[config.mk]
export PLATFORM = sky130hd
export DESIGN_NAME = uart_tx_fifo
export DESIGN_NICKNAME = d
export VERILOG_FILES = /design/src/rtl/uart_pkg.sv /design/src/rtl/sync_fifo.sv /design/src/rtl/uart_tx_fifo.sv
export SDC_FILE = /design/constraint.sdc
export NUM_CORES = 1
export LEC_CHECK = 0
export BUFFER_PORTS_ARGS = -buffer_cell sky130_fd_sc_hd__buf_2
export CORE_ASPECT_RATIO = 0.5
export CORE_UTILIZATION = 25
export CTS_CLUSTER_SIZE = 16
export DETAILED_ROUTE_END_ITERATION = 10
export SKIP_CTS_REPAIR_TIMING = 1
export SYNTH_ARGS = -nofsm -noshare
export SYNTH_HDL_FRONTEND = slang
export SYNTH_SLANG_ARGS = --single-unit
[constraint.sdc]
create_clock -name clock -period 5.4 [get_ports clock]
set_input_delay 0 -clock clock [delete_from_list [all_inputs] [get_ports clock]]
set_output_delay 0 -clock clock [all_outputs]
set_load 0.03 [all_outputs]
[src/rtl/uart_pkg.sv]
// Shared definitions for the UART transmit and receive paths: 8N1 framing
// constants, serialiser state encoding and the baud divisor arithmetic.
package uart_pkg;

  // 8N1 framing.
  localparam int unsigned DATA_BITS = 8;
  localparam int unsigned STOP_BITS = 1;

  // Serialiser state encoding, kept as plain constants so older tools and the
  // receive path can share the same values.
  typedef logic [1:0] uart_state_t;

  localparam uart_state_t StIdle  = 2'd0;
  localparam uart_state_t StStart = 2'd1;
  localparam uart_state_t StData  = 2'd2;
  localparam uart_state_t StStop  = 2'd3;

  // Clock cycles per bit, rounded to the nearest integer.
  function automatic int unsigned baud_div(input int unsigned clk_hz,
                                           input int unsigned baud);
    return (clk_hz + baud / 2) / baud;
  endfunction

endpackage

[src/rtl/sync_fifo.sv]
// Single-clock FIFO with first-word-fall-through read data. Pointers carry one
// extra wrap bit so that full and empty can be told apart without a counter.
module sync_fifo #(
  parameter int unsigned WIDTH = 8,
  parameter int unsigned DEPTH = 16
) (
  input  logic                     clk_i,
  input  logic                     rst_i,
  input  logic                     push_i,
  input  logic [WIDTH-1:0]         wdata_i,
  input  logic                     pop_i,
  output logic [WIDTH-1:0]         rdata_o,
  output logic                     full_o,
  output logic                     empty_o,
  output logic [$clog2(DEPTH):0]   level_o
);

  localparam int unsigned AW = $clog2(DEPTH);

  if (DEPTH < 2 || (DEPTH & (DEPTH - 1)) != 0) begin : gen_depth_check
    $error("sync_fifo: DEPTH must be a power of two and at least 2");
  end

  logic [WIDTH-1:0] mem_q [DEPTH];
  logic [AW:0]      wptr_q, wptr_d;
  logic [AW:0]      rptr_q, rptr_d;
  logic             push_en;
  logic             pop_en;

  // Pushes into a full FIFO and pops from an empty one are dropped here so the
  // pointers can never cross.
  assign push_en = push_i && !full_o;
  assign pop_en  = pop_i && !empty_o;

  assign empty_o = (wptr_q == rptr_q);
  assign full_o  = (wptr_q[AW] != rptr_q[AW]) && (wptr_q[AW-1:0] == rptr_q[AW-1:0]);
  assign level_o = wptr_q - rptr_q;
  assign rdata_o = mem_q[rptr_q[AW-1:0]];

  // Pointer next-state: advance on accepted push/pop, wrapping naturally.
  always_comb begin
    wptr_d = wptr_q;
    rptr_d = rptr_q;
    if (push_en) begin
      wptr_d = wptr_q + 1'b1;
    end
    if (pop_en) begin
      rptr_d = rptr_q + 1'b1;
    end
  end

  // Pointer registers; reset empties the FIFO without touching storage.
  always_ff @(posedge clk_i) begin
    if (rst_i) begin
      wptr_q <= '0;
      rptr_q <= '0;
    end else begin
      wptr_q <= wptr_d;
      rptr_q <= rptr_d;
    end
  end

  // Storage write; contents are don't-care until the write pointer passes them.
  always_ff @(posedge clk_i) begin
    if (push_en) begin
      mem_q[wptr_q[AW-1:0]] <= wdata_i;
    end
  end

endmodule

[src/rtl/uart_tx_fifo.sv]
// Buffered 8N1 UART transmitter. Bytes arrive on a valid/ready stream, are
// queued in a sync_fifo and serialised back-to-back at CLOCK_FREQUENCY /
// BAUD_RATE cycles per bit. The line output is registered so it never glitches.
module uart_tx_fifo
  import uart_pkg::*;
#(
  parameter int unsigned CLOCK_FREQUENCY = 24000000,
  parameter int unsigned BAUD_RATE       = 115200,
  parameter int unsigned FIFO_DEPTH      = 16
) (
  input  logic                          clock,
  input  logic                          reset,
  input  logic [7:0]                    data_i,
  input  logic                          valid_i,
  output logic                          ready_o,
  output logic                          tx_o,
  output logic                          busy_o,
  output logic [$clog2(FIFO_DEPTH):0]   level_o
);

  localparam int unsigned Div  = baud_div(CLOCK_FREQUENCY, BAUD_RATE);
  localparam int unsigned CntW = $clog2(Div);
  localparam int unsigned BitW = $clog2(DATA_BITS);

  localparam logic [CntW-1:0] DivMax   = CntW'(Div - 1);
  localparam logic [BitW-1:0] LastData = BitW'(DATA_BITS - 1);
  localparam logic [BitW-1:0] LastStop = BitW'(STOP_BITS - 1);

  if (Div < 4) begin : gen_div_check
    $error("uart_tx_fifo: CLOCK_FREQUENCY / BAUD_RATE must be at least 4");
  end

  // FIFO interface.
  logic                        fifo_push;
  logic                        fifo_pop;
  logic [7:0]                  fifo_rdata;
  logic                        fifo_full;
  logic                        fifo_empty;
  logic [$clog2(FIFO_DEPTH):0] fifo_level;

  // Serialiser state.
  uart_state_t          state_q, state_d;
  logic [CntW-1:0]      baud_cnt_q, baud_cnt_d;
  logic [BitW-1:0]      bit_idx_q, bit_idx_d;
  logic [DATA_BITS-1:0] shift_q, shift_d;
  logic                 tx_q, tx_d;
  logic                 line_busy_q, line_busy_d;
  logic                 bit_end;

  assign fifo_push = valid_i && !fifo_full;

  sync_fifo #(
    .WIDTH (8),
    .DEPTH (FIFO_DEPTH)
  ) u_fifo (
    .clk_i   (clock),
    .rst_i   (reset),
    .push_i  (fifo_push),
    .wdata_i (data_i),
    .pop_i   (fifo_pop),
    .rdata_o (fifo_rdata),
    .full_o  (fifo_full),
    .empty_o (fifo_empty),
    .level_o (fifo_level)
  );

  assign bit_end = (baud_cnt_q == DivMax);

  // Serialiser next-state: baud counting, bit sequencing and FIFO pops.
  always_comb begin
    state_d    = state_q;
    baud_cnt_d = baud_cnt_q;
    bit_idx_d  = bit_idx_q;
    shift_d    = shift_q;
    fifo_pop   = 1'b0;

    if (state_q != StIdle) begin
      baud_cnt_d = bit_end ? '0 : baud_cnt_q + 1'b1;
    end

    case (state_q)
      StIdle: begin
        if (!fifo_empty) begin
          fifo_pop   = 1'b1;
          shift_d    = fifo_rdata;
          bit_idx_d  = '0;
          baud_cnt_d = '0;
          state_d    = StStart;
        end
      end
      StStart: begin
        if (bit_end) begin
          state_d = StData;
        end
      end
      StData: begin
        if (bit_end) begin
          shift_d = shift_q >> 1;
          if (bit_idx_q == LastData) begin
            bit_idx_d = '0;
            state_d   = StStop;
          end else begin
            bit_idx_d = bit_idx_q + 1'b1;
          end
        end
      end
      StStop: begin
        if (bit_end) begin
          if (bit_idx_q != LastStop) begin
            bit_idx_d = bit_idx_q + 1'b1;
          end else if (!fifo_empty) begin
            // Chain straight into the next frame: no idle bit between frames.
            fifo_pop  = 1'b1;
            shift_d   = fifo_rdata;
            bit_idx_d = '0;
            state_d   = StStart;
          end else begin
            bit_idx_d = '0;
            state_d   = StIdle;
          end
        end
      end
      default: begin
        state_d = StIdle;
      end
    endcase
  end

  // Line level decoded from the current state; registered one cycle later so
  // every bit still lasts exactly Div cycles on the wire.
  always_comb begin
    case (state_q)
      StStart: tx_d = 1'b0;
      StData:  tx_d = shift_q[0];
      default: tx_d = 1'b1;
    endcase
    // Tracks the registered line so busy covers the last stop bit on the wire.
    line_busy_d = (state_q != StIdle);
  end

  // Serialiser registers; reset aborts any frame and forces the line idle.
  always_ff @(posedge clock) begin
    if (reset) begin
      state_q     <= StIdle;
      baud_cnt_q  <= '0;
      bit_idx_q   <= '0;
      shift_q     <= '0;
      tx_q        <= 1'b1;
      line_busy_q <= 1'b0;
    end else begin
      state_q     <= state_d;
      baud_cnt_q  <= baud_cnt_d;
      bit_idx_q   <= bit_idx_d;
      shift_q     <= shift_d;
      tx_q        <= tx_d;
      line_busy_q <= line_busy_d;
    end
  end

  assign ready_o = !fifo_full;
  assign tx_o    = tx_q;
  assign level_o = fifo_level;
  assign busy_o  = !fifo_empty || (state_q != StIdle) || line_busy_q;

endmodule

=== Yosys cells after proc, flatten, opt, wreduce, memory -nomap -nowiden ===
Memories as Yosys holds them, arrays and structs flattened. A register that Yosys moved wholly into a read port is not among the register bits.
Cells that the tools add are included.

* Add/sub/neg operators: 5
* Equal/unequal tests: 14
* Muxes and demuxes: 32
* Reductions and logical operators: 15

{| class="wikitable"
|+ Operators by type and width
! cell !! number
|-
| $mux 8 || 8
|-
| $pmux 8 s3 || 1
|-
| $mux 3 || 5
|-
| $mux 2 || 6
|-
| $ne 2x2->1 const B || 6
|-
| $add 5x1->5 const B || 2
|-
| $pmux 3 s3 || 1
|-
| $add 8x1->8 const B || 1
|-
| $eq 8x8->1 const B || 1
|-
| $mux 4 || 2
|-
| $pmux 2 s4 || 1
|-
| $reduce_and 4->1 || 2
|-
| $mux 1 || 6
|-
| $reduce_and 6->1 || 1
|-
| $reduce_bool 3->1 || 2
|-
| $eq 5x5->1 || 1
|-
| $sub 5x5->5 || 1
|-
| $eq 2x2->1 const B || 2
|-
| $eq 4x4->1 || 1
|-
| $logic_and 1x1->1 || 4
|-
| $pmux 1 s2 || 2
|-
| $add 3x1->3 const B || 1
|-
| $eq 3x3->1 const B || 1
|-
| $eq 2x1->1 const B || 1
|-
| other kinds (5) || 7
|}

* Flip-flop bits (word level): 33
* Memory bits (writable): 128
* Output and inout port bits: 8
* Word-level logic and storage cells: 75
* Memories: 1

{| class="wikitable"
|+ Memory list
! name !! depth !! bits a word !! read ports !! clocked after memory_dff !! write ports !! RTL line !! source
|-
| u_fifo.mem_q || 16 || 8 || 1 || 1 || 1 || sync_fifo.sv:24 || <nowiki>logic [WIDTH-1:0] mem_q [DEPTH];</nowiki>
|}

=== Depth between registers and ports, before layout ===
Gate-level depths: netlist (run 1).

* Word-level depth: 8
* Mapped depth: 9

=== Hierarchy ===
A second synthesis (run 1) with hierarchy kept.

* Cell total of the unflattened synthesis: 455
* Area, all modules: 7010.5 um^2

{| class="wikitable"
|+ By module, submodules not included
! module !! instances !! cells an instance !! area each (um^2) !! sequential area each (um^2)
|-
| sync_fifo || 1 || 304 || 5659.2 || 4124.0
|-
| uart_tx_fifo || 1 || 151 || 1351.3 || 460.4
|}

=== Least setup slack after synthesis (run 1) ===
No wires, ideal clock.

* Path kind: reg2reg
* Start: register u_fifo.rptr_q[1]
* End: memory u_fifo.mem_q[3][0] (enable)
* Library setup time: 0.383 ns
* Data arrival time: 2.175 ns
* Data required time: 5.017 ns
* Setup slack: 2.841 ns
* Stages on the path, launching flop included: 8
* Path buffers: 1
* Clock period less this slack: 2.559 ns
* Cell sequence: dfxtp_1 inv_1 ha_1 and4_1 clkbuf_1 a21boi_2 nand2_1 nor3_1

* Word-level cells in the longest chain between the ends: 7

{| class="wikitable"
|+ Ends and longest elaborated chain
! item !! RTL line !! source
|-
| start, declared || sync_fifo.sv:26 || <nowiki>logic [AW:0] rptr_q, rptr_d;</nowiki>
|-
| start signal, assigned || sync_fifo.sv:59 || <nowiki>rptr_q <= rptr_d;</nowiki>
|-
| $eq 4x4->1 * || sync_fifo.sv:36 || <nowiki>assign full_o = (wptr_q[AW] != rptr_q[AW]) && (wptr_q[AW-1:0] == rptr_q[AW-1:0]);</nowiki>
|-
| $logic_and 1x1->1 * || sync_fifo.sv:36 ||
|-
| $logic_not 1->1 * || sync_fifo.sv:32, uart_tx_fifo.sv:50 ||
|-
| $logic_and 1x1->1 || uart_tx_fifo.sv:50 || <nowiki>assign fifo_push = valid_i && !fifo_full;</nowiki>
|-
| $logic_and 1x1->1 * || sync_fifo.sv:32 || <nowiki>assign push_en = push_i && !full_o;</nowiki>
|-
| $mux 1 * || sync_fifo.sv:65 || <nowiki>if (push_en) begin</nowiki>
|-
| $mux 1 (not written as such) * || sync_fifo.sv:66 || <nowiki>mem_q[wptr_q[AW-1:0]] <= wdata_i;</nowiki>
|-
| end, declared || sync_fifo.sv:24 ||
|}

Mark *: on every way between the ends. The rest lies on a longest branch, timed or not.

=== Final worst setup path (run 1) ===
* Start: register u_fifo.wptr_q[2]
* End: memory u_fifo.mem_q[0][0] (enable)

* Word-level cells in the longest chain between the ends: 7

{| class="wikitable"
|+ Ends and longest elaborated chain
! item !! RTL line !! source
|-
| start, declared || sync_fifo.sv:25 || <nowiki>logic [AW:0] wptr_q, wptr_d;</nowiki>
|-
| start signal, assigned || sync_fifo.sv:58 || <nowiki>wptr_q <= wptr_d;</nowiki>
|-
| $eq 4x4->1 || sync_fifo.sv:36 ||
|-
| $logic_and 1x1->1 || sync_fifo.sv:36 ||
|-
| $logic_not 1->1 || sync_fifo.sv:32, uart_tx_fifo.sv:50 ||
|-
| $logic_and 1x1->1 || uart_tx_fifo.sv:50 ||
|-
| $logic_and 1x1->1 || sync_fifo.sv:32 ||
|-
| $mux 1 || sync_fifo.sv:65 ||
|-
| $mux 1 (not written as such) || sync_fifo.sv:66 ||
|}

Several ways; a longest one is shown, not always the timed one.

==> flow_summary.json, run 1 <==
{
  "status": "finished with violations",
  "violations": "DRC",
  "initial_core_util": 0.2550,
  "io_pins": 19,
  "power_mw": 3.537,
  "ir_drop_mv": 0.2136,
  "critPathSlowestCell": "nor3_1",
  "p_leak_nw": 2.565,
  "rsz0062_at_grt": "no",
  "grt_usage": 0.1115,
  "layout_common_cells": "edfxtp_1, mux2i_1, nor2_1",
  "clock_path_buffers": 2,
  "first_iter_violations": 467,
  "crit_family": "simple AND/OR/NAND/NOR gates",
  "skew_ns": 0.01403,
  "finalWirelength_mm": 15.48,
  "portBuffers": 18,
  "p_sw_frac": 0.3115,
  "avgSynthCellArea_um2": 13.64,
  "diodes": 0,
  "dp.cells": 891,
  "syn-num-nets": 549,
  "rows": 43,
  "fill_cells": 2810,
  "layout_setup_ws_ns": 2.268,
  "end_kind": "flip-flop",
  "viasPerCell": 4.494,
  "dr.pass1.iters": 8,
  "synth_seq_cells": 165,
  "crit_buf_inv": 0,
  "clk_latency_ns": 0.43,
  "post-route-min-period_ns": 3.132,
  "wl_per_cell_um": 16.75,
  "synthCells": 519,
  "required_ns": 5.43,
  "core-area_um2": 27760,
  "hold_path.class": "input port to flip-flop",
  "fin_cells": 924,
  "slowest_delay_ns": 0.96,
  "yosys_warnings": 0,
  "drv_slew": 0,
  "fin_crit_sh": 0.5800,
  "grt_overflow": 0,
  "synth-compound-area-share": 0.08308,
  "antenna_found_initial": 0,
  "dpl.hpwl_mm": 10.20,
  "via_count": 4152,
  "synth_area_um2": 7078,
  "power_density_nw_per_um2": 434.2,
  "path_cells": "ha_1, and4_1, a21boi_2, nand2_1, nor3_1",
  "yosys.area_share.adder": 0.03465,
  "max_freq_mhz": 319.3,
  "nNetsFinal": 560,
  "worstPathMaxFanout": 10,
  "cts_tree": "done",
  "setup_tns_ns": 0,
  "sequentialPowerShare": 0.436,
  "ys.flop_type": "edfxtp_1",
  "postRouteAntennaNets": 0,
  "synth_cell_type_count": 49,
  "gp_congestion": 0.8131,
  "clkPwrFrac": 0.346,
  "setup_viol": 0,
  "synth_enable_flop_cells": 128,
  "arrival_ns": 3.17,
  "clock_sinks": 165,
  "p_int_mw": 2.435,
  "switchingPower_mw": 1.102,
  "synth_seq_area_share": 0.6477,
  "drc": 2,
  "hold_viol": 0,
  "grt_pass1_wl_mm": 24.07,
  "final_common_cell": "edfxtp_1",
  "critPathKind": "flip-flop to flip-flop",
  "grt_max_degree": 38,
  "worst_pin_slew_ns": 1.195,
  "area_growth_pct": 15.10,
  "tritoncts.num_buffers": 17,
  "dieArea_um2": 29030,
  "drive_gt1_frac": 0.1162,
  "synthMuxAreaShare": 0.1034,
  "grt_pass1_vias": 4191,
  "cp-start-kind": "flip-flop",
  "clockRootBuffer": "clkbuf_16",
  "die_y_um": 121.0,
  "max_slew_margin": 0.1971,
  "p_comb_frac": 0.218,
  "maxCapViolations": 0,
  "clk_pin_slew_ns": 0.07,
  "yosys.area_share.simple": 0.08962,
  "synth_xor_area_frac": 0.01732,
  "place_ws_ns": 2.298,
  "chipWidth_um": 240.0,
  "cts-htree-levels": 4,
  "async_flop_share": 0,
  "synth_top_family_by_area": "multiplexers"
}
## metrics by stage
step / util / cell area (um^2) / hold WS [ns]
after global routing: 0.2934 / 8147 / 0.002586
final: 0.2934 / 8147 / 0.01002
after floorplan: - / 7078 / 0.09887
after detailed placement: 0.2714 / 7533 / 0.4219
after CTS: 0.2927 / 8127 / -0.03096
after global placement: 0.2714 / 7533 / 0.4080
## power groups by stage
stage / clock network [mW] / logic, mW / registers [mW]
2_1_floorplan: 0 / 0.620 / 1.51
3_3_place_gp: 0 / 0.760 / 1.57
3_5_place_dp: 0 / 0.770 / 1.57
4_1_cts: 1.24 / 0.775 / 1.54
5_1_grt: 1.29 / 0.849 / 1.55
6_report: 1.22 / 0.773 / 1.54
## path summary, 6_finish.rpt
check	startpoint	end	slack (ns)	depth (start not counted)
worst max-delay path	u_fifo.wptr_q[2]	u_fifo.mem_q[0][0]	2.27	5
worst min register to register	bit_idx_q[1]	bit_idx_q[1]	0.49	2
worst max register to register	u_fifo.wptr_q[2]	u_fifo.mem_q[0][0]	2.27	5
worst min-delay path	data_i[1]	u_fifo.mem_q[9][1]	0.01	1
## layer usage
metal | GRT usage | up-vias | share of wire
met5 | 0 | - | 0
met4 | 0.04817 | 0 | 0.019
li1 | - | 1977 | -
met1 | 0.1481 | 2070 | 0.48
met3 | 0.02366 | 20 | 0.040
met2 | 0.1758 | 85 | 0.46
## final cells by class
class / instances / area, um^2 / area share
multi-input combinational: 311 / 2322 / 0.2851
sequential: 165 / 4587 / 0.5630
clock buffer: 18 / 429.2 / 0.05268
clock inverter: 13 / 163.9 / 0.02012
inverter: 15 / 56.30 / 0.006911
tap: 382 / 478.0 / 0.05867
timing repair buffer: 20 / 110.1 / 0.01352
## kinds of logic (layout without fill, tap and decap cells)
| kind of cell | after synthesis | count (layout) |
|---|---|---|
| DFF | 165 | 165 |
| buffers and inverters | 43 | 66 |
| and+or+nand+nor | 130 | 130 |
| AOI/OAI and AO/OA | 80 | 80 |
| xor gates and xnor gates | 14 | 14 |
| muxes | 68 | 68 |
| adders and majority gates | 19 | 19 |
## state kept, by name, summed over array words and instances, names as in the netlist, named ones only
register	flops
baud_cnt_q	8
bit_idx_q	3
line_busy_q	1
shift_q	8
state_q	2
tx_o	1
u_fifo.mem_q	128
u_fifo.rptr_q	5
u_fifo.wptr_q	5
## cell usage after synthesis (2+ instances only)
cell type / number / area [um^2]
dfxtp_1: 37 / 740.7
inv_1: 15 / 56.30
buf_2: 2 / 10.01
a21oi_1: 22 / 110.1
o21ai_0: 5 / 25.02
and3b_1: 2 / 17.52
nor3_1: 10 / 50.05
buf_1: 5 / 18.77
xor2_1: 5 / 43.79
a32oi_1: 7 / 61.31
nor2_1: 47 / 176.4
a311oi_1: 4 / 35.03
clkbuf_1: 20 / 75.07
nand3_1: 17 / 85.08
or3_1: 3 / 18.77
a21o_1: 3 / 22.52
xnor2_1: 9 / 78.83
a31oi_1: 7 / 43.79
nor4_1: 2 / 12.51
nor2b_1: 7 / 43.79
mux2i_1: 63 / 630.6
a22oi_1: 21 / 157.7
edfxtp_1: 128 / 3844
a211o_1: 2 / 17.52
ha_1: 18 / 225.2
nand4_1: 2 / 12.51
nand2_1: 24 / 90.09
nand2b_1: 6 / 37.54
mux4_2: 4 / 90.09
a311oi_2: 3 / 45.04
No activity file was read; power rests on OpenSTA's default activity.
==> inputs of run 2 (changes only) <==
ABC_AREA = 1   (was default)
clock period = 3.08 ns   (was 5.4 ns; I/O delays follow)
==> run 2 against run 1 <==
  * The flow now finishes without violations
  * Count of clock-buffer cells in the layout shrank 1
  * Worst setup slack lost 1.8 ns
  * Global-route usage grew 1.3 points
  * Power grew 82%
  * Cell count grew 30%
  * Clock skew shrank 0.0012 ns
  * Non-clock buffer count grew 5
  * Sequential share of layout area shrank 2.8 points
  * Via count grew 26%
  * First-iteration DRC count shrank 8.8%
  * Critical endpoint is now u_fifo.mem_q[1][3]
  * Highest routed layer unchanged
==> flow_summary.json, run 2 <==
{
  "largest_reg_flops": 128,
  "p_leak_nw": 3.402,
  "fin_hold_ws_ns": 0.01413,
  "rows": 44,
  "setup_tns_ns": 0,
  "synth_enable_flop_cells": 128,
  "drv_slew": 0,
  "status": "complete, no violations",
  "maxCapViolations": 0,
  "finish.instance_area_um2": 8569,
  "synth_cell_type_count": 35,
  "dp.cells": 1165,
  "end_kind": "flip-flop",
  "required_ns": 3.15,
  "rsz0062_at_grt": "no",
  "yosys_warnings": 0,
  "clk_latency_ns": 0.44,
  "synth_area_um2": 7456,
  "drc": 0,
  "yosys.area.top_type": "edfxtp_1",
  "max_slew_margin": 0.5412,
  "critPathSlowestCell": "nor2_1",
  "slowest_delay_ns": 0.60,
  "clock_path_buffers": 2,
  "clk_pin_slew_ns": 0.08,
  "yosys-top-cells-count": "nand2_1, edfxtp_1, nand3_1",
  "gp_congestion": 0.8897,
  "grt_usage": 0.1242,
  "nNetsFinal": 824,
  "clock_sinks": 165,
  "area_growth_pct": 14.94,
  "finalWirelength_mm": 17.79,
  "grt_overflow": 0,
  "initial_core_util": 0.2555,
  "tritoncts.num_buffers": 17,
  "layout_setup_ws_ns": 0.5152,
  "drive_gt1_frac": 0.09294,
  "cp-start-kind": "flip-flop",
  "power_mw": 6.442,
  "fin_cells": 1198,
  "async_flop_share": 0,
  "clockRootBuffer": "clkbuf_16",
  "grt_pass1_vias": 5166,
  "portBuffers": 18,
  "dpl.hpwl_mm": 11.77,
  "max_freq_mhz": 389.9,
  "synth_most_common_cell": "nand2_1",
  "power_density_nw_per_um2": 751.8,
  "wl_per_cell_um": 14.85,
  "layout_common_cells": "nand2_1, edfxtp_1, nand3_1",
  "synth_seq_cells": 165,
  "cts_tree": "done",
  "arrival_ns": 2.64,
  "grt_pass1_wl_mm": 28.11,
  "setup_viol": 0,
  "grt_max_degree": 36,
  "die_y_um": 124.1,
  "ir_drop_mv": 0.3637,
  "hold_path.class": "input port to flip-flop",
  "synth_seq_area_share": 0.6149,
  "worstPathMaxFanout": 8,
  "ys.flop_type": "edfxtp_1",
  "fin_util": 0.2937,
  "first_iter_violations": 426,
  "viasPerCell": 4.376,
  "hold_viol": 0,
  "postRouteAntennaNets": 0,
  "path_cells": "inv_1, ha_1, nand2_1, nor2_4, nand2_1, nand2_1, inv_1, nand2_1, nor2_1",
  "crit_top_cell": "nand2_1",
  "synthCells": 780,
  "chipWidth_um": 246.2,
  "yosys-top-cells-area": "edfxtp_1, nand2_1, dfxtp_1",
  "dieArea_um2": 30560,
  "antenna_found_initial": 0,
  "place_ws_ns": 0.5113,
  "core-area_um2": 29180,
  "post-route-min-period_ns": 2.565,
  "skew_ns": 0.01285,
  "placed_area_um2": 7945,
  "avgSynthCellArea_um2": 9.559,
  "cts-htree-levels": 4,
  "critPathKind": "flip-flop to flip-flop",
  "syn-num-nets": 810,
  "dr.pass1.iters": 4,
  "via_count": 5243,
  "final_common_cell": "nand2_1",
  "fin_crit_sh": 0.8327,
  "io_pins": 19,
  "worst_pin_slew_ns": 0.6857,
  "diodes": 0,
  "synthDominantCellAreaShare": 0.5155
}
[run 2: cell count changes in the layout (fill, tap and decap cells not counted), moves of 8 or more]
cell | previous run | this run
nand2_1 | 24 | 231
nor2_1 | 47 | 55
mux2i_1 | 63 | 0
o21ai_0 | 5 | 20
a22oi_1 | 21 | 0
nand3_1 | 17 | 97
nor3_1 | 10 | 2
inv_1 | 15 | 88
a21oi_1 | 22 | 32
[run 2: cell type report]
type                    count  area [um^2]
clock inverters            15        188.9
clock buffers              17        425.4
flip-flops and latches    165         4586
well taps                 391        489.2
multi-input cells         494         2394
inverters                  91        341.6
repair buffers             25        145.1
fillers                  3035        20610
[run 2: power by group]
part	internal (mW)	switching [mW]	total (mW)
Sequential	2.52	0.0947	2.62
Clock	1.12	1.05	2.17
Combinational	0.486	1.17	1.65
[run 2: path summary, 6_finish.rpt]
path | start | endpoint | slack [ns] | cells after the start
worst min-delay path | data_i[5] | u_fifo.mem_q[3][5] | 0.01 | 1
worst max register to register | u_fifo.rptr_q[2] | u_fifo.mem_q[1][3] | 0.52 | 9
worst max-delay path | u_fifo.rptr_q[2] | u_fifo.mem_q[1][3] | 0.52 | 9
worst min register to register | shift_q[2] | shift_q[2] | 0.47 | 2
[run 2: routing by layer]
layer | vias up | wire length [um] | global-route usage
met5 | - | 0 | 0
met4 | 0 | 490 | 0.05396
met3 | 35 | 851 | 0.02693
met2 | 126 | 8432 | 0.2091
met1 | 2482 | 8010 | 0.1548
li1 | 2600 | - | -
[run 2: critical path, delay by kind of cell (launching register included)]
family	cells	cell delay [ns]
flops	1	0.40
simple gates	6	1.24
buf+inv	2	0.23
fa+ha+maj	1	0.35
[run 2: cells by family (layout without fill, tap and decap cells)]
logic type | after synthesis | after routing | synth area share
compound gates | 63 | 63 | 0.04800
xor+xnor | 9 | 9 | 0.01158
simple gates | 403 | 403 | 0.2286
buf+inv | 121 | 148 | 0.06410
flops | 165 | 165 | 0.6149
fa+ha+maj | 19 | 19 | 0.03289
==> inputs of run 3 (changes only) <==
ABC_AREA = 0   (was 1)
clock period = 2.21 ns   (was 3.08 ns; I/O delays follow)
==> run 3 against run 2 <==
  * Power grew 38%
  * Worst setup slack worse by 0.39 ns
  * Count of clock-buffer cells in the layout unchanged
  * Utilization up 1.6 points
  * Sequential share of layout area down 0.091 points
  * Largest power group unchanged
  * Combinational power up 34%
  * Highest routed layer unchanged
  * Via count shrank 18%
  * Largest cell class unchanged
  * Routed wire length decreased by 12%
  * Critical path depth fell by 3
  * First-iteration DRC count is 42% lower
==> flow_summary.json, run 3 (same netlist as run 1, synthesis figures left out) <==
{
  "status": "complete, no violations",
  "portBuffers": 18,
  "hp-start": "data_i[6]",
  "wl_per_cell_um": 16.35,
  "tritoncts.num_buffers": 17,
  "antenna_found_initial": 0,
  "grt_max_degree": 38,
  "sequentialPowerShare": 0.415,
  "largest_reg_flops": 128,
  "clock_path_buffers": 2,
  "p_comb_frac": 0.249,
  "cp-startpoint": "u_fifo.rptr_q[2]",
  "clock_sinks": 165,
  "p_sw_frac": 0.3131,
  "cp-start-kind": "flip-flop",
  "grt_pass1_wl_mm": 24.43,
  "dr.pass1.iters": 4,
  "fin_util": 0.3096,
  "layout_common_cells": "edfxtp_1, mux2i_1, nor2_1",
  "hold_viol": 0,
  "fill_cells": 2782,
  "max_freq_mhz": 479.3,
  "critPathSlowestCell": "dfxtp_1",
  "power_mw": 8.870,
  "worst_pin_slew_ns": 0.7563,
  "fin_crit_sh": 0.9441,
  "max_slew_margin": 0.4958,
  "end_kind": "output port",
  "fin_cells": 962,
  "finalWirelength_mm": 15.73,
  "timing.rr.start": "baud_cnt_q[0]",
  "maxCapViolations": 0,
  "skew_ns": 0.01128,
  "post-route-min-period_ns": 2.086,
  "path_cells": "inv_1, ha_4, and4_4, nand3_1, or2_2, buf_2",
  "die_y_um": 121.0,
  "drive_gt1_frac": 0.2121,
  "power_density_nw_per_um2": 1032,
  "p_int_mw": 6.093,
  "cts_tree": "done",
  "drc": 0,
  "dpl.hpwl_mm": 10.90,
  "area_growth_pct": 21.44,
  "first_iter_violations": 249,
  "worstPathMaxFanout": 5,
  "hold_path.class": "input port to flip-flop",
  "ir_drop_mv": 0.5304,
  "core-area_um2": 27760,
  "p_leak_nw": 2.798,
  "grt_pass1_vias": 4369,
  "crit_family": "simple AND/OR/NAND/NOR gates",
  "clk_latency_ns": 0.43,
  "cts-htree-levels": 4,
  "slowest_delay_ns": 0.37,
  "initial_core_util": 0.2550,
  "chipWidth_um": 240.0,
  "setup_viol": 0,
  "postRouteAntennaNets": 0,
  "grt_usage": 0.1141,
  "drv_slew": 0,
  "clk_pin_slew_ns": 0.07,
  "via_count": 4318,
  "arrival_ns": 2.09,
  "diodes": 0,
  "gp_congestion": 0.8305,
  "switchingPower_mw": 2.777,
  "critPathKind": "flip-flop to output port",
  "clkPwrFrac": 0.336,
  "grt_overflow": 0,
  "nNetsFinal": 597,
  "fin_hold_ws_ns": 0.0005388,
  "io_pins": 19,
  "required_ns": 2.21,
  "viasPerCell": 4.489,
  "rows": 43,
  "dp.cells": 928,
  "dieArea_um2": 29030,
  "clockRootBuffer": "clkbuf_16",
  "final_common_cell": "edfxtp_1",
  "crit_buf_inv": 2,
  "setup_tns_ns": 0
}
## run 3: cell count changes in the layout (fill, tap and decap cells not counted), moves of 15 or more
cell | before | now
inv_1 | 88 | 13
nand2_1 | 231 | 23
a22oi_1 | 0 | 21
o21ai_0 | 20 | 5
buf_4 | 6 | 33
mux2i_1 | 0 | 63
nand3_1 | 97 | 17
## run 3: worst register-to-register path: cells and delay by family (launching register included)
kind / cells / cell delay (ns)
and+or+nand+nor: 3 / 0.70
AOI/OAI and AO/OA: 2 / 0.58
DFF: 1 / 0.35
buffers and inverters: 1 / 0.18
adders and majority gates: 1 / 0.16
## run 3: power groups by stage
| stage | combinational, mW | clock, mW | sequential, mW |
|---|---|---|---|
| floorplan | 1.52 | 0 | 3.70 |
| global placement | 2.16 | 0 | 3.73 |
| detailed placement | 2.18 | 0 | 3.73 |
| CTS | 2.19 | 3.04 | 3.67 |
| global route | 2.43 | 3.18 | 3.71 |
| finish | 2.21 | 2.98 | 3.68 |
## run 3: area by class of cell
type / instances / area, um^2 / share of cell area
flip-flops and latches: 165 / 4592 / 0.5342
multi-input cells: 311 / 2414 / 0.2808
well taps: 382 / 478.0 / 0.05560
repair buffers: 57 / 452.9 / 0.05269
clock buffers: 17 / 425.4 / 0.04949
clock inverters: 15 / 177.7 / 0.02067
inverters: 15 / 56.30 / 0.006550
## run 3: final timing paths
kind | end | slack (ns) | cells after the start
worst min register to register | bit_idx_q[1] | 0.47 | 2
worst max register to register | shift_q[2] | 0.14 | 7
worst max-delay path | busy_o | 0.12 | 6
worst min-delay path | u_fifo.mem_q[15][6] | 0.0005 | 1
## run 3: per-stage QoR
step	setup WS [ns]	area (um^2)
6_report	0.1236	8596
5_1_grt	-0.003216	8596
2_1_floorplan	-0.1027	7114
4_1_cts	-0.05453	8513
3_3_place_gp	0.006915	7910
3_5_place_dp	-0.02678	7910
## run 3: routing by layer
layer	global-route usage	routed length, um
met2	0.1826	7436
met5	0	0
met3	0.02957	475
met4	0.04180	230
met1	0.1485	7586
